File: config.mk
export PLATFORM = sky130hd
export DESIGN_NAME = vram_arbiter
export DESIGN_NICKNAME = d
export VERILOG_FILES = /design/src/rtl/vram_arbiter.sv
export SDC_FILE = /design/constraint.sdc
export NUM_CORES = 1
export LEC_CHECK = 0
export BUFFER_PORTS_ARGS = -buffer_cell sky130_fd_sc_hd__buf_2
export CORE_MARGIN = 2
export CORE_UTILIZATION = 50
export CTS_CLUSTER_DIAMETER = 40
export DETAILED_ROUTE_END_ITERATION = 7
export PLACE_DENSITY = 0.84
export SYNTH_ARGS = -nofsm -noshare
export SYNTH_HDL_FRONTEND = slang
export SYNTH_SLANG_ARGS = --single-unit
File: constraint.sdc
create_clock -name PIX_CLK -period 4.36 [get_ports PIX_CLK]
set_input_delay 0.436 -clock PIX_CLK [delete_from_list [all_inputs] [get_ports PIX_CLK]]
set_output_delay 0.436 -clock PIX_CLK [all_outputs]
set_load 0.02 [all_outputs]
File: src/rtl/vram_arbiter.sv
// vram_arbiter: shares one single-port synchronous video RAM between the Z80
// CPU and the MC6847 renderer fetch port. Video has strict priority. The CPU
// request is synchronized into PIX_CLK, parked in PEND until the renderer
// leaves a free cycle, and the CPU is held off through CPU_WAIT_N until the
// access has completed.
//
// Optional feature macro: VRAM_SNOW_EN. When it is defined, the CPU takes the
// RAM on its first PEND cycle even if video is reading. The colliding video
// slot then returns the CPU byte, which reproduces VZ200 "snow".
//
// Ports:
//   PIX_CLK, RESET_N        clock; asynchronous active-low reset
//   CPU_CS, CPU_WR          CPU select/direction (asynchronous to PIX_CLK)
//   CPU_A, CPU_DO, CPU_DI   CPU address, write data, read data
//   CPU_WAIT_N              Z80 WAIT, combinational from raw CPU_CS
//   VID_RD, VID_A, VID_D    renderer read port (2-edge latency, pipelined)
//   RAM_A, RAM_D, RAM_WE    RAM address/data/write strobe (combinational mux)
//   RAM_Q                   RAM read data, valid one cycle after address
`timescale 1ns/1ps
module vram_arbiter #(
    parameter int unsigned ADDR_W      = 13,
    parameter int unsigned SYNC_STAGES = 2,
    localparam int unsigned DATA_W     = 8
) (
    input  logic              PIX_CLK,
    input  logic              RESET_N,
    input  logic              CPU_CS,
    input  logic              CPU_WR,
    input  logic [ADDR_W-1:0] CPU_A,
    input  logic [DATA_W-1:0] CPU_DO,
    output logic [DATA_W-1:0] CPU_DI,
    output logic              CPU_WAIT_N,
    input  logic              VID_RD,
    input  logic [ADDR_W-1:0] VID_A,
    output logic [DATA_W-1:0] VID_D,
    output logic [ADDR_W-1:0] RAM_A,
    output logic [DATA_W-1:0] RAM_D,
    output logic              RAM_WE,
    input  logic [DATA_W-1:0] RAM_Q
);

    if (SYNC_STAGES < 2 || SYNC_STAGES > 3) begin : g_bad_sync
        $error("vram_arbiter: SYNC_STAGES must be 2 or 3");
    end

    typedef enum logic [1:0] {
        IDLE   = 2'd0,
        PEND   = 2'd1,
        ACCESS = 2'd2,
        HOLD   = 2'd3
    } state_t;

    state_t state, state_nxt;

    logic [SYNC_STAGES-1:0] cs_sync;
    logic [SYNC_STAGES-1:0] wr_sync;
    logic                   cs_s;
    logic                   wr_s;
    logic                   cs_s_d;
    logic                   cs_rise_c;

    logic [ADDR_W-1:0]      cpu_a_q;
    logic [DATA_W-1:0]      cpu_d_q;
    logic                   wr_q;
    logic                   done;
    logic                   vid_q;
    logic                   cpu_issue_c;
`ifdef VRAM_SNOW_EN
    logic                   snow_q;
`endif

    // Synchronizers for the asynchronous CPU select and direction.
    always_ff @(posedge PIX_CLK or negedge RESET_N) begin
        if (!RESET_N) begin
            cs_sync <= '0;
            wr_sync <= '0;
            cs_s_d  <= 1'b0;
        end else begin
            cs_sync <= {cs_sync[SYNC_STAGES-2:0], CPU_CS};
            wr_sync <= {wr_sync[SYNC_STAGES-2:0], CPU_WR};
            cs_s_d  <= cs_s;
        end
    end

    assign cs_s      = cs_sync[SYNC_STAGES-1];
    assign wr_s      = wr_sync[SYNC_STAGES-1];
    assign cs_rise_c = cs_s & ~cs_s_d;

    // State register.
    always_ff @(posedge PIX_CLK or negedge RESET_N) begin
        if (!RESET_N) begin
            state <= IDLE;
        end else begin
            state <= state_nxt;
        end
    end

    // Next state and CPU issue decision.
    always_comb begin
        state_nxt   = state;
        cpu_issue_c = 1'b0;
        case (state)
            IDLE: begin
                if (cs_rise_c) begin
                    state_nxt = PEND;
                end
            end
            PEND: begin
`ifdef VRAM_SNOW_EN
                // CPU pre-empts any video fetch in this slot.
                cpu_issue_c = 1'b1;
                state_nxt   = ACCESS;
`else
                // Video owns the RAM whenever it asks for it.
                if (!VID_RD) begin
                    cpu_issue_c = 1'b1;
                    state_nxt   = ACCESS;
                end
`endif
            end
            ACCESS: begin
                state_nxt = HOLD;
            end
            HOLD: begin
                if (!cs_s) begin
                    state_nxt = IDLE;
                end
            end
            default: begin
                state_nxt = IDLE;
            end
        endcase
    end

    // RAM port mux; reset forces IDLE, so a pending write strobe drops at once.
    always_comb begin
        RAM_A  = VID_A;
        RAM_D  = cpu_d_q;
        RAM_WE = 1'b0;
        if (cpu_issue_c) begin
            RAM_A  = cpu_a_q;
            RAM_WE = wr_q;
        end
    end

    // CPU request capture, read data return and completion flag.
    always_ff @(posedge PIX_CLK or negedge RESET_N) begin
        if (!RESET_N) begin
            cpu_a_q <= '0;
            cpu_d_q <= '0;
            wr_q    <= 1'b0;
            CPU_DI  <= '0;
            done    <= 1'b0;
        end else begin
            if (state == IDLE && cs_rise_c) begin
                cpu_a_q <= CPU_A;
                cpu_d_q <= CPU_DO;
                wr_q    <= wr_s;
            end
            if (state == ACCESS) begin
                if (!wr_q) begin
                    CPU_DI <= RAM_Q;
                end
                done <= 1'b1;
            end
            if (state == HOLD && !cs_s) begin
                done <= 1'b0;
            end
        end
    end

    // Video return path: tag who owns this cycle's RAM read, capture next edge.
    always_ff @(posedge PIX_CLK or negedge RESET_N) begin
        if (!RESET_N) begin
            vid_q <= 1'b0;
            VID_D <= '0;
`ifdef VRAM_SNOW_EN
            snow_q <= 1'b0;
`endif
        end else begin
            vid_q <= VID_RD & ~cpu_issue_c;
`ifdef VRAM_SNOW_EN
            snow_q <= VID_RD & cpu_issue_c;
`endif
            if (vid_q) begin
                VID_D <= RAM_Q;
            end
`ifdef VRAM_SNOW_EN
            // Collided slot shows the CPU byte: write data, or the CPU read result.
            else if (snow_q) begin
                VID_D <= wr_q ? cpu_d_q : RAM_Q;
            end
`endif
        end
    end

    // WAIT is taken from the raw select so the Z80 sees it in T2.
    assign CPU_WAIT_N = ~(CPU_CS & ~done);

endmodule

; Word-level counts from Yosys, hierarchy flattened
; Cells that the tools add are included.
[word_totals]
ff_bits = 47
latch_bits = 0
mem_bits_rw = 0
romBits = 0
in_bits = 47
output_inout_bits = 39
word_cells = 42
mem_count = 0
[op_classes]
addsub = 0
mul = 0
n_div = 0
magnitude_cmp = 0
eq_ne = 6
shift = 0
mux = 10
n_bitwise = 8
reduce_logical = 7
[op_table]
columns = cell, n
row1 = 2-to-1 mux 13 bit, 1
row2 = case mux 2 bit (4 select lines), 1
row3 = 2-to-1 mux 2 bit, 3
row4 = inequality test 2 bit (second input constant), 3
row5 = 2-to-1 mux 1 bit, 5
row6 = inverter 1 bit, 5
row7 = equality test 2 bit (second input constant), 2
row8 = bitwise AND 1 bit, 3
row9 = AND reduction 3 bit, 1
row10 = equality test 2 x 1 -> 1 bit (second input constant), 1
row11 = logical AND 1 bit, 2
row12 = zero test 2 bit, 1
row13 = AND reduction 2 bit, 1
row14 = nonzero test 2 bit, 1
row15 = zero test 1 bit, 1

; Logic depth before layout (Yosys ltp)
; Gate-level depths: netlist (run 1).
[depth]
ltp_word = 4
depth_mapped = 5

; Worst setup path before layout (run 1)
; No wires, ideal clock.
[synth_timing]
path_type = register to output
from = reg state[1]
to = out RAM_A[10]
arrival_time_ns = 1.403
required_ns = 3.924
setup_slack_ns = 2.521
stages_incl_launch_ff = 6
cell_sequence = dfrtp_1 inv_1 ha_1 nand2b_1 buf_2 mux2_2
[synth_via]
elab_chain_cells = 3
[synth_lines]
columns = element, line_no
row1 = "start, declared", 53  ; state_t state, state_nxt;
row2 = "start signal, assigned", 94  ; state <= state_nxt;
row3 = equality test 2 x 1 -> 1 bit, 102  ; case (state)
row4 = 2-to-1 mux 1 bit, 102
row5 = 2-to-1 mux 13 bit, 140  ; if (cpu_issue_c) begin
row6 = "end, declared", 36  ; output logic [ADDR_W-1:0] RAM_A,
; No other way between the ends.

; Final worst setup path (run 1)
[layout_timing]
from = reg state[1]
to = out RAM_A[12]
; Same word-level chain as after synthesis.

==> flow_metrics.env, run 1 <==
export IMPL_io_buffers=85
export IMPL_wl_met2_um=1870
export IMPL_num_antenna_cells=0
export IMPL_fin_ws_ns=1.90
export IMPL_syn_cell_area_um2=1930
export IMPL_crit_cells=5
export IMPL_grt_pass1_wl_um=5600
export IMPL_antenna_found_initial=0
export IMPL_cp_arrival_ns=2.02
export IMPL_synth_cells=124
export IMPL_path_buf_inv=2
export IMPL_start_util_pct=52.3
export IMPL_worst_hold_path_type="input port to register"
export IMPL_ys_ff_latch=47
export IMPL_crit_family="simple AND/OR/NAND/NOR gates"
export IMPL_antenna_left=0
export IMPL_async_reset_ff_share_pct=100
export IMPL_synth_top_area_share_pct=61.0
export IMPL_routed_top_layer="met4"
export IMPL_fin_crit_sh_pct=56.4
export IMPL_synth_avg_cell_area_um2=15.5
export IMPL_yosys_warnings=0
export IMPL_grt_overflow=0
export IMPL_reg2reg_depth=4
export IMPL_wl_per_cell_um=13.8
export IMPL_coreArea_um2=3690
export IMPL_area_growth_pct=28.2
export IMPL_p_leak_uw=0.00123
export IMPL_dpl_hpwl_um=2820
export IMPL_cts_inserted_buffers=5
export IMPL_yosysTopAreaCell="dfrtp_1"
export IMPL_grtUsageTotal_pct=17.2
export IMPL_post_cts_buffers=0
export IMPL_cp_slowest_cell="nand2b_1"
export IMPL_place_ws_ns=2.18
export IMPL_clk_insertion_delay_late_ns=0.29
export IMPL_period_minus_slack_ns=2.46
export IMPL_clock_sinks=47
export IMPL_wl_met3_um=249
export IMPL_remaining_drc_errors=0
export IMPL_cts_resized=0
export IMPL_ys_seq_area_share_pct=61.0
export IMPL_die_x_um=66.1
export IMPL_routed_via_density=4.92
export IMPL_tns_ns=0
export IMPL_synth_edf_count=0
export IMPL_cts_buffer_depth=2
export IMPL_final_util_pct=67.0
export IMPL_vdd_drop_max_mv=0.296
export IMPL_routed_wl_um=3590
export IMPL_vias=1279
export IMPL_rows=22
export IMPL_die_h_um=66.1
export IMPL_hold_viol=0
export IMPL_fillCellCount=285
export IMPL_outcome="finished, final reports clean"
export IMPL_synth_area_top_cells="dfrtp_1 61%, mux2_2 30%, ha_1 3.2%, nand2b_1 0.97%, buf_2 0.78%"
export IMPL_criticalPathCategory="register to primary output"
export IMPL_critical_path_max_stage_delay_ns=0.47
export IMPL_nets=263
export IMPL_cp_max_fo=14
export IMPL_rsz0062_at_grt="no"
export IMPL_clockRootBuffer="clkbuf_8"
export IMPL_max_slew_worst_pin_slew_ns=0.993
export IMPL_power_per_cell_area_nw_per_um2=633
export IMPL_grt_pass1_vias=1306
export IMPL_relSlewSlack_pct=33.8
export IMPL_wl_met1_um=1420
export IMPL_crit_path_cell_trace="inv_1, ha_1, nand2b_1, mux2_2, buf_2"
export IMPL_htreeDepth=2
export IMPL_hold_buffers=0
export IMPL_drt_iter0_drc=56
export IMPL_min_path_cells=1
export IMPL_setup_worst_path_end_class="primary output"
export IMPL_clk_pin_slew_ns=0.08
export IMPL_grt_max_degree=48
export IMPL_synth_distinct_cells=14
export IMPL_dieArea_um2=4370
export IMPL_maxCapViolations=0
export IMPL_cts_tree="done"
export IMPL_synth_most_common_cell="mux2_2"
export IMPL_synth_nets=176
export IMPL_critPathRequiredTime_ns=3.92
export IMPL_slew_violations=0
export IMPL_io_pins=86
export IMPL_place_congestion=0.731
export IMPL_fmax_mhz=407
export IMPL_synth_ff_type="dfrtp_1"
export IMPL_start_kind="register"
export IMPL_drive_gt1_share_pct=67.0
export IMPL_drtPass1Iterations=4
export IMPL_skew_ns=0.00636
export IMPL_synthTopCellsByCount="51 x mux2_2, 47 x dfrtp_1, 5 x ha_1"
export IMPL_finalSetupViolCount=0
logic make-up after synthesis:
kind of cell               share of synthesized area, %
buffers and inverters                              1.95
DFF                                                61.0
adders and majority gates                          3.24
AOI/OAI and AO/OA                                 0.778
muxes                                              30.9
and+or+nand+nor                                    2.14
flip-flops by register name, summed over array words and instances, names as in the netlist:
| signal | flops |
|---|---|
| state | 2 |
| wr_q | 1 |
| cpu_a_q | 13 |
| done | 1 |
| RAM_D | 8 |
| vid_q | 1 |
| cs_s_d | 1 |
| VID_D | 8 |
| wr_sync | 2 |
| CPU_DI | 8 |
| cs_sync | 2 |
path summary, 6_finish.rpt:
path	start	to	slack, ns
max	state[1]	RAM_A[12]	1.90
max in group asynchronous	RESET_N	cpu_a_q[7]	3.45
min	CPU_WR	wr_sync[0]	0.25
max reg2reg	state[0]	cpu_a_q[9]	2.33
min reg2reg	wr_sync[0]	wr_sync[1]	0.36
min in group asynchronous	RESET_N	VID_D[3]	0.31
power breakdown:
| group | total [uW] | switching (uW) | internal [uW] |
|---|---|---|---|
| clock | 241 | 129 | 112 |
| combinational | 635 | 333 | 302 |
| sequential | 688 | 83.5 | 605 |
per-layer routing:
metal,up-vias,track usage [%]
met4,0,6.12
met2,40,29.4
met3,7,6.13
li1,603,-
met1,629,19.8
met5,-,0
final cells by class:
cell class / count / area (um2) / area share (%)
Clock inverter: 1 / 5.00 / 0.202
Clock buffer: 7 / 76.3 / 3.09
Tap cell: 48 / 60.1 / 2.43
Inverter: 4 / 15.0 / 0.607
Sequential cell: 47 / 1180 / 47.6
Timing Repair Buffer: 85 / 425 / 17.2
Multi-Input combinational cell: 68 / 714 / 28.9
cell usage in the layout (no fill, tap or decap):
| cell type | instances |
|---|---|
| a21oi_1 | 1 |
| a222oi_1 | 1 |
| buf_2 | 85 |
| clkbuf_1 | 2 |
| clkbuf_8 | 5 |
| clkinv_2 | 1 |
| dfrtp_1 | 47 |
| ha_1 | 5 |
| inv_1 | 4 |
| mux2_1 | 1 |
| mux2_2 | 51 |
| mux2i_1 | 1 |
| nand2_1 | 1 |
| nand2b_1 | 3 |
| nand3b_1 | 1 |
| nor2_1 | 3 |
metrics by stage:
| stage | cell area [um2] | cells | total power [uW] | hold WS (ns) |
|---|---|---|---|---|
| 2_1_floorplan | 1930 | 124 | 1130 | 0.140 |
| 3_3_place_gp | 2390 | 252 | 1320 | 0.332 |
| 3_5_place_dp | 2390 | 252 | 1340 | 0.345 |
| 4_1_cts | 2470 | 260 | 1590 | 0.245 |
| 5_1_grt | 2470 | 260 | 1670 | 0.245 |
| 6_report | 2470 | 260 | 1560 | 0.253 |
worst register-to-register path, stage by stage, from the launching register on:
cell and delay [ns]:
dfrtp_1 0.40, inv_1 0.13, ha_1 0.18, nand3b_1 0.66, mux2_2 0.55
Note: power is estimated with default switching activity, not from simulation.
==> run 2: changes to the inputs <==
--- a/config.mk
+++ b/config.mk
@@ -5,12 +5,13 @@
 export SDC_FILE = /design/constraint.sdc
 export NUM_CORES = 1
 export LEC_CHECK = 0
+export ABC_AREA = 1
 export BUFFER_PORTS_ARGS = -buffer_cell sky130_fd_sc_hd__buf_2
 export CORE_MARGIN = 2
-export CORE_UTILIZATION = 50
+export CORE_UTILIZATION = 48
 export CTS_CLUSTER_DIAMETER = 40
 export DETAILED_ROUTE_END_ITERATION = 7
-export PLACE_DENSITY = 0.84
+export PLACE_DENSITY = 0.8
 export SYNTH_ARGS = -nofsm -noshare
 export SYNTH_HDL_FRONTEND = slang
 export SYNTH_SLANG_ARGS = --single-unit
==> constraint.sdc (replaced) <==
create_clock -name PIX_CLK -period 2.5 [get_ports PIX_CLK]
set_input_delay 0.25 -clock PIX_CLK [delete_from_list [all_inputs] [get_ports PIX_CLK]]
set_output_delay 0.25 -clock PIX_CLK [all_outputs]
set_load 0.02 [all_outputs]
==> run 2 against run 1 <==
  * Sequential power grew 73%
  * Critical endpoint is now RAM_A[11]
  * Critical path type unchanged
  * Synthesized cell count grew 88%
  * Sequential cell count unchanged
  * Worst hold slack worse by 0.19 ns
  * Sequential share of layout area shrank 3.3 points
==> flow_metrics.env, run 2 <==
export IMPL_regMostFlops="cpu_a_q"
export IMPL_final_util_pct=61.8
export IMPL_placed_cell_area_um2=2530
export IMPL_async_reset_ff_share_pct=100
export IMPL_start_util_pct=48.9
export IMPL_num_antenna_cells=0
export IMPL_vias=1696
export IMPL_synth_cells=233
export IMPL_cp_max_fo=14
export IMPL_crit_cells=6
export IMPL_die_h_um=70.2
export IMPL_critical_path_max_stage_delay_ns=0.42
export IMPL_crit_family="simple AND/OR/NAND/NOR gates"
export IMPL_criticalPathCategory="register to primary output"
export IMPL_wl_per_cell_um=11.3
export IMPL_dieArea_um2=4920
export IMPL_coreArea_um2=4290
export IMPL_cts_tree="done"
export IMPL_antenna_left=0
export IMPL_vdd_drop_max_mv=0.651
export IMPL_crit_path_end="RAM_A[11]"
export IMPL_reg2reg_to="wr_q"
export IMPL_startpoint="state[1]"
export IMPL_synth_top_area_share_pct=56.0
export IMPL_power_per_cell_area_nw_per_um2=1100
export IMPL_maxCapViolations=0
export IMPL_nets=370
export IMPL_relSlewSlack_pct=61.4
export IMPL_yosys_warnings=0
export IMPL_critPathRequiredTime_ns=2.25
export IMPL_rows=24
export IMPL_path_buf_inv=2
export IMPL_finalSetupViolCount=0
export IMPL_min_from="CPU_WR"
export IMPL_synth_edf_count=0
export IMPL_outcome="finished, final reports clean"
export IMPL_area_growth_pct=26.4
export IMPL_synth_area_top_cells="dfrtp_1 56%, nand2_1 12%, inv_1 6.4%, o21ai_2 5.0%, nand3_1 3.8%"
export IMPL_routed_via_density=4.57
export IMPL_largest_reg_flops=13
export IMPL_slew_violations=0
export IMPL_cp_slowest_cell="dfrtp_1"
export IMPL_io_buffers=85
export IMPL_place_congestion=0.754
export IMPL_htreeDepth=2
export IMPL_final_common_cell="buf_2"
export IMPL_die_x_um=70.2
export IMPL_dpl_hpwl_um=3180
export IMPL_cts_inserted_buffers=5
export IMPL_hold_buffers=1
export IMPL_post_cts_buffers=0
export IMPL_grt_pass1_wl_um=7420
export IMPL_clk_insertion_delay_late_ns=0.29
export IMPL_antenna_found_initial=0
export IMPL_total_power_uw=2920
export IMPL_cpMostUsedCell="nand2_1"
export IMPL_grt_pass1_vias=1564
export IMPL_reg2reg_depth=5
export IMPL_rsz0062_at_grt="no"
export IMPL_grt_overflow=0
export IMPL_clk_pin_slew_ns=0.08
export IMPL_synthTopCellsByCount="68 x nand2_1, 47 x dfrtp_1, 36 x inv_1"
export IMPL_io_pins=86
export IMPL_drtPass1Iterations=4
export IMPL_grtUsageTotal_pct=19.1
export IMPL_final_area_um2=2660
export IMPL_routed_wl_um=4190
export IMPL_worst_hold_path_type="input port to register"
export IMPL_hold_viol=0
export IMPL_crit_path_cell_trace="inv_1, ha_1, nand2_1, nand2_1, nand2_1, buf_2"
export IMPL_fillCellCount=381
export IMPL_layout_common_cells="85 x buf_2, 68 x nand2_1, 47 x dfrtp_1"
export IMPL_synth_avg_cell_area_um2=9.02
export IMPL_ys_ff_latch=47
export IMPL_layout_cells_non_filler=371
export IMPL_clockRootBuffer="clkbuf_8"
export IMPL_max_slew_worst_pin_slew_ns=0.579
export IMPL_p_leak_uw=0.00154
export IMPL_drive_gt1_share_pct=35.1
export IMPL_synth_most_common_cell="nand2_1"
export IMPL_tns_ns=0
export IMPL_start_kind="register"
export IMPL_synth_ff_type="dfrtp_1"
export IMPL_timing_rr_start="state[0]"
export IMPL_drt_iter0_drc=69
export IMPL_setup_worst_path_end_class="primary output"
export IMPL_synth_distinct_cells=19
export IMPL_ys_seq_area_share_pct=56.0
export IMPL_dp_cells=362
export IMPL_fmax_mhz=455
export IMPL_cts_resized=0
export IMPL_grt_max_degree=45
export IMPL_period_minus_slack_ns=2.20
export IMPL_cts_buffer_depth=2
export IMPL_rrSetupSlack_ns=0.84
export IMPL_clock_sinks=47
export IMPL_fin_crit_sh_pct=88.0
export IMPL_skew_ns=0.00326
export IMPL_remaining_drc_errors=0
export IMPL_synth_nets=285
export IMPL_yosysTopAreaCell="dfrtp_1"
export IMPL_cp_arrival_ns=1.95
export IMPL_syn_cell_area_um2=2100
-- run 2: cell count changes in the layout (fill, tap and decap cells not counted), sizes merged, moves of 8 or more --
cell   delta
mux2     -51
inv      +32
nand3    +17
a21oi     +8
nand2    +68
o21ai    +28
-- run 2: area by class of cell --
| class | count | area [um2] | share of cell area [%] |
|---|---|---|---|
| Clock buffer | 6 | 82.6 | 3.11 |
| Clock inverter | 2 | 35.0 | 1.32 |
| Multi-Input combinational cell | 140 | 711 | 26.8 |
| Tap cell | 52 | 65.1 | 2.45 |
| Inverter | 36 | 135 | 5.09 |
| Sequential cell | 47 | 1180 | 44.3 |
| Timing Repair Buffer | 88 | 450 | 17.0 |
-- run 2: report_power, final --
| group | total, uW | switching (uW) | internal [uW] |
|---|---|---|---|
| sequential | 1190 | 151 | 1040 |
| clock | 559 | 235 | 323 |
| combinational | 1170 | 748 | 426 |
-- run 2: layer usage --
layer | up-vias | track usage, % | wire [um]
li1 | 886 | - | -
met1 | 731 | 26.4 | 2000
met2 | 74 | 28.6 | 1770
met3 | 5 | 6.20 | 365
met4 | 0 | 6.41 | 51
met5 | - | 0 | 0
-- run 2: kinds of logic after synthesis --
family	count (synthesis)	share of synthesized area, %
AOI/OAI and AO/OA	37	11.1
adders and majority gates	5	2.98
buffers and inverters	46	10.2
DFF	47	56.0
muxes	1	0.536
and+or+nand+nor	97	19.2
-- run 2: worst min-delay path by stage --
stage	to	cells after the start	slack, ns
floorplan	CPU_DI[0]	0	-0.05
global placement	CPU_DI[1]	1	0.28
detailed placement	wr_q	1	0.28
CTS	wr_sync[0]	1	0.04
global route	wr_sync[0]	1	0.04
finish	wr_sync[0]	1	0.06
-- run 2: through the flow --
step	hold WS [ns]	worst slack, ns
floorplan	-0.0456	0.965
global placement	0.280	0.707
detailed placement	0.282	0.593
CTS	0.0450	0.261
global route	0.0410	0.115
finish	0.0584	0.300
==> run 3: changes to the inputs <==
--- a/config.mk
+++ b/config.mk
@@ -6,8 +6,7 @@
 export NUM_CORES = 1
 export LEC_CHECK = 0
 export ABC_AREA = 1
-export BUFFER_PORTS_ARGS = -buffer_cell sky130_fd_sc_hd__buf_2
-export CORE_MARGIN = 2
+export BUFFER_PORTS_ARGS = -buffer_cell sky130_fd_sc_hd__clkbuf_2
 export CORE_UTILIZATION = 48
 export CTS_CLUSTER_DIAMETER = 40
 export DETAILED_ROUTE_END_ITERATION = 7
==> run 3 against run 2 <==
  * Die area shrank 5.6%
  * Clock power shrank 3.8%
  * Setup slack gained 0.20 ns
  * Maximum frequency grew 9.9%
  * Critical path depth is the same
  * Sequential share of layout area grew 0.40 points
  * First-iteration DRC count grew 8.7%
  * Critical endpoint is now RAM_A[0]
  * Largest power group unchanged
==> flow_metrics.env, run 3 (same netlist as run 2, synthesis figures left out) <==
export IMPL_outcome="finished, final reports clean"
export IMPL_fillCellCount=352
export IMPL_cts_resized=0
export IMPL_period_minus_slack_ns=2.00
export IMPL_antenna_left=0
export IMPL_nets=369
export IMPL_cp_slowest_cell="dfrtp_1"
export IMPL_grt_max_degree=48
export IMPL_cp_arrival_ns=1.75
export IMPL_cts_inserted_buffers=5
export IMPL_vias=1733
export IMPL_drtPass1Iterations=4
export IMPL_relSlewSlack_pct=61.5
export IMPL_clk_pin_slew_ns=0.08
export IMPL_finalSetupViolCount=0
export IMPL_rrSetupSlack_ns=0.84
export IMPL_layout_common_cells="85 x clkbuf_2, 68 x nand2_1, 47 x dfrtp_1"
export IMPL_criticalPathCategory="register to primary output"
export IMPL_die_h_um=68.2
export IMPL_coreArea_um2=4090
export IMPL_hold_viol=0
export IMPL_cpMostUsedCell="nand2_1"
export IMPL_hold_buffers=0
export IMPL_start_util_pct=51.4
export IMPL_power_per_cell_area_nw_per_um2=1110
export IMPL_critPathRequiredTime_ns=2.25
export IMPL_critical_path_max_stage_delay_ns=0.39
export IMPL_drive_gt1_share_pct=35.0
export IMPL_start_kind="register"
export IMPL_seq_area_um2=1180
export IMPL_vdd_drop_max_mv=0.702
export IMPL_fin_crit_sh_pct=80.0
export IMPL_clk_insertion_delay_late_ns=0.30
export IMPL_cts_buffer_depth=2
export IMPL_wl_per_cell_um=11.5
export IMPL_area_growth_pct=25.3
export IMPL_path_buf_inv=2
export IMPL_setup_worst_path_end_class="primary output"
export IMPL_maxCapViolations=0
export IMPL_grtUsageTotal_pct=20.5
export IMPL_tns_ns=0
export IMPL_p_leak_uw=0.00154
export IMPL_fmax_mhz=500
export IMPL_multi_input_area_um2=711
export IMPL_rsz0062_at_grt="no"
export IMPL_clock_sinks=47
export IMPL_skew_ns=0.00787
export IMPL_die_x_um=68.2
export IMPL_worst_hold_path_type="input port to asynchronous set/reset pin"
export IMPL_grt_overflow=0
export IMPL_clockRootBuffer="clkbuf_8"
export IMPL_regMostFlops="cpu_a_q"
export IMPL_htreeDepth=2
export IMPL_largest_reg_flops=13
export IMPL_place_congestion=0.751
export IMPL_grt_pass1_vias=1598
export IMPL_dpl_hpwl_um=3060
export IMPL_dieArea_um2=4650
export IMPL_io_pins=86
export IMPL_crit_family="simple AND/OR/NAND/NOR gates"
export IMPL_crit_path_cell_trace="inv_1, ha_1, nand2_1, nand2_1, nand2_1, clkbuf_2"
export IMPL_antenna_found_initial=0
export IMPL_remaining_drc_errors=0
export IMPL_fin_ws_ns=0.499
export IMPL_final_common_cell="clkbuf_2"
export IMPL_routed_wl_um=4210
export IMPL_cp_max_fo=14
export IMPL_num_antenna_cells=0
export IMPL_post_cts_buffers=0
export IMPL_drt_iter0_drc=75
export IMPL_final_util_pct=64.4
export IMPL_cts_tree="done"
export IMPL_max_slew_worst_pin_slew_ns=0.578
export IMPL_grt_pass1_wl_um=6820
export IMPL_slew_violations=0
export IMPL_io_buffers=85
export IMPL_routed_via_density=4.72
export IMPL_rows=23
export IMPL_place_ws_ns=0.739
==> run 3: path summary, 6_finish.rpt <==
check,to,cells after the start,startpoint
setup reg to reg,wr_q,5,state[0]
hold / removal,VID_D[3],2,RESET_N
setup / recovery,RAM_A[0],6,state[1]
hold reg to reg,wr_sync[1],0,wr_sync[0]
min in group PIX_CLK,wr_sync[0],1,CPU_WR
max in group asynchronous,wr_q,2,RESET_N
==> run 3: per-layer routing <==
layer / GRT usage, % / wire [um]
met1: 25.2 / 1860
met2: 33.3 / 1940
met3: 7.00 / 358
met4: 7.03 / 47
met5: 0 / 0
==> run 3: through the flow <==
step | area [um2] | hold WS, ns | cells | power (uW)
finish | 2630 | 0.0299 | 367 | 2910
CTS | 2630 | 0.0426 | 367 | 2950
detailed placement | 2520 | 0.336 | 360 | 2400
global placement | 2520 | 0.338 | 360 | 2350
floorplan | 2100 | -0.0456 | 233 | 2030
global route | 2630 | 0.0348 | 367 | 3150
==> run 3: final cells by class <==
cell class / count / area share (%)
clock buffer: 5 / 2.62
clock inverter: 2 / 1.43
inverter: 36 / 5.14
multi-input combinational: 140 / 27.0
sequential: 47 / 44.7
tap: 50 / 2.38
timing repair buffer: 87 / 16.7
==> run 3: power breakdown <==
group / internal [uW] / leakage (uW) / switching, uW / total, uW
clock network: 292 / 0.0000502 / 246 / 538
registers: 1040 / 0.000560 / 157 / 1200
logic: 417 / 0.000929 / 757 / 1170
total: 1750 / 0.00154 / 1160 / 2910
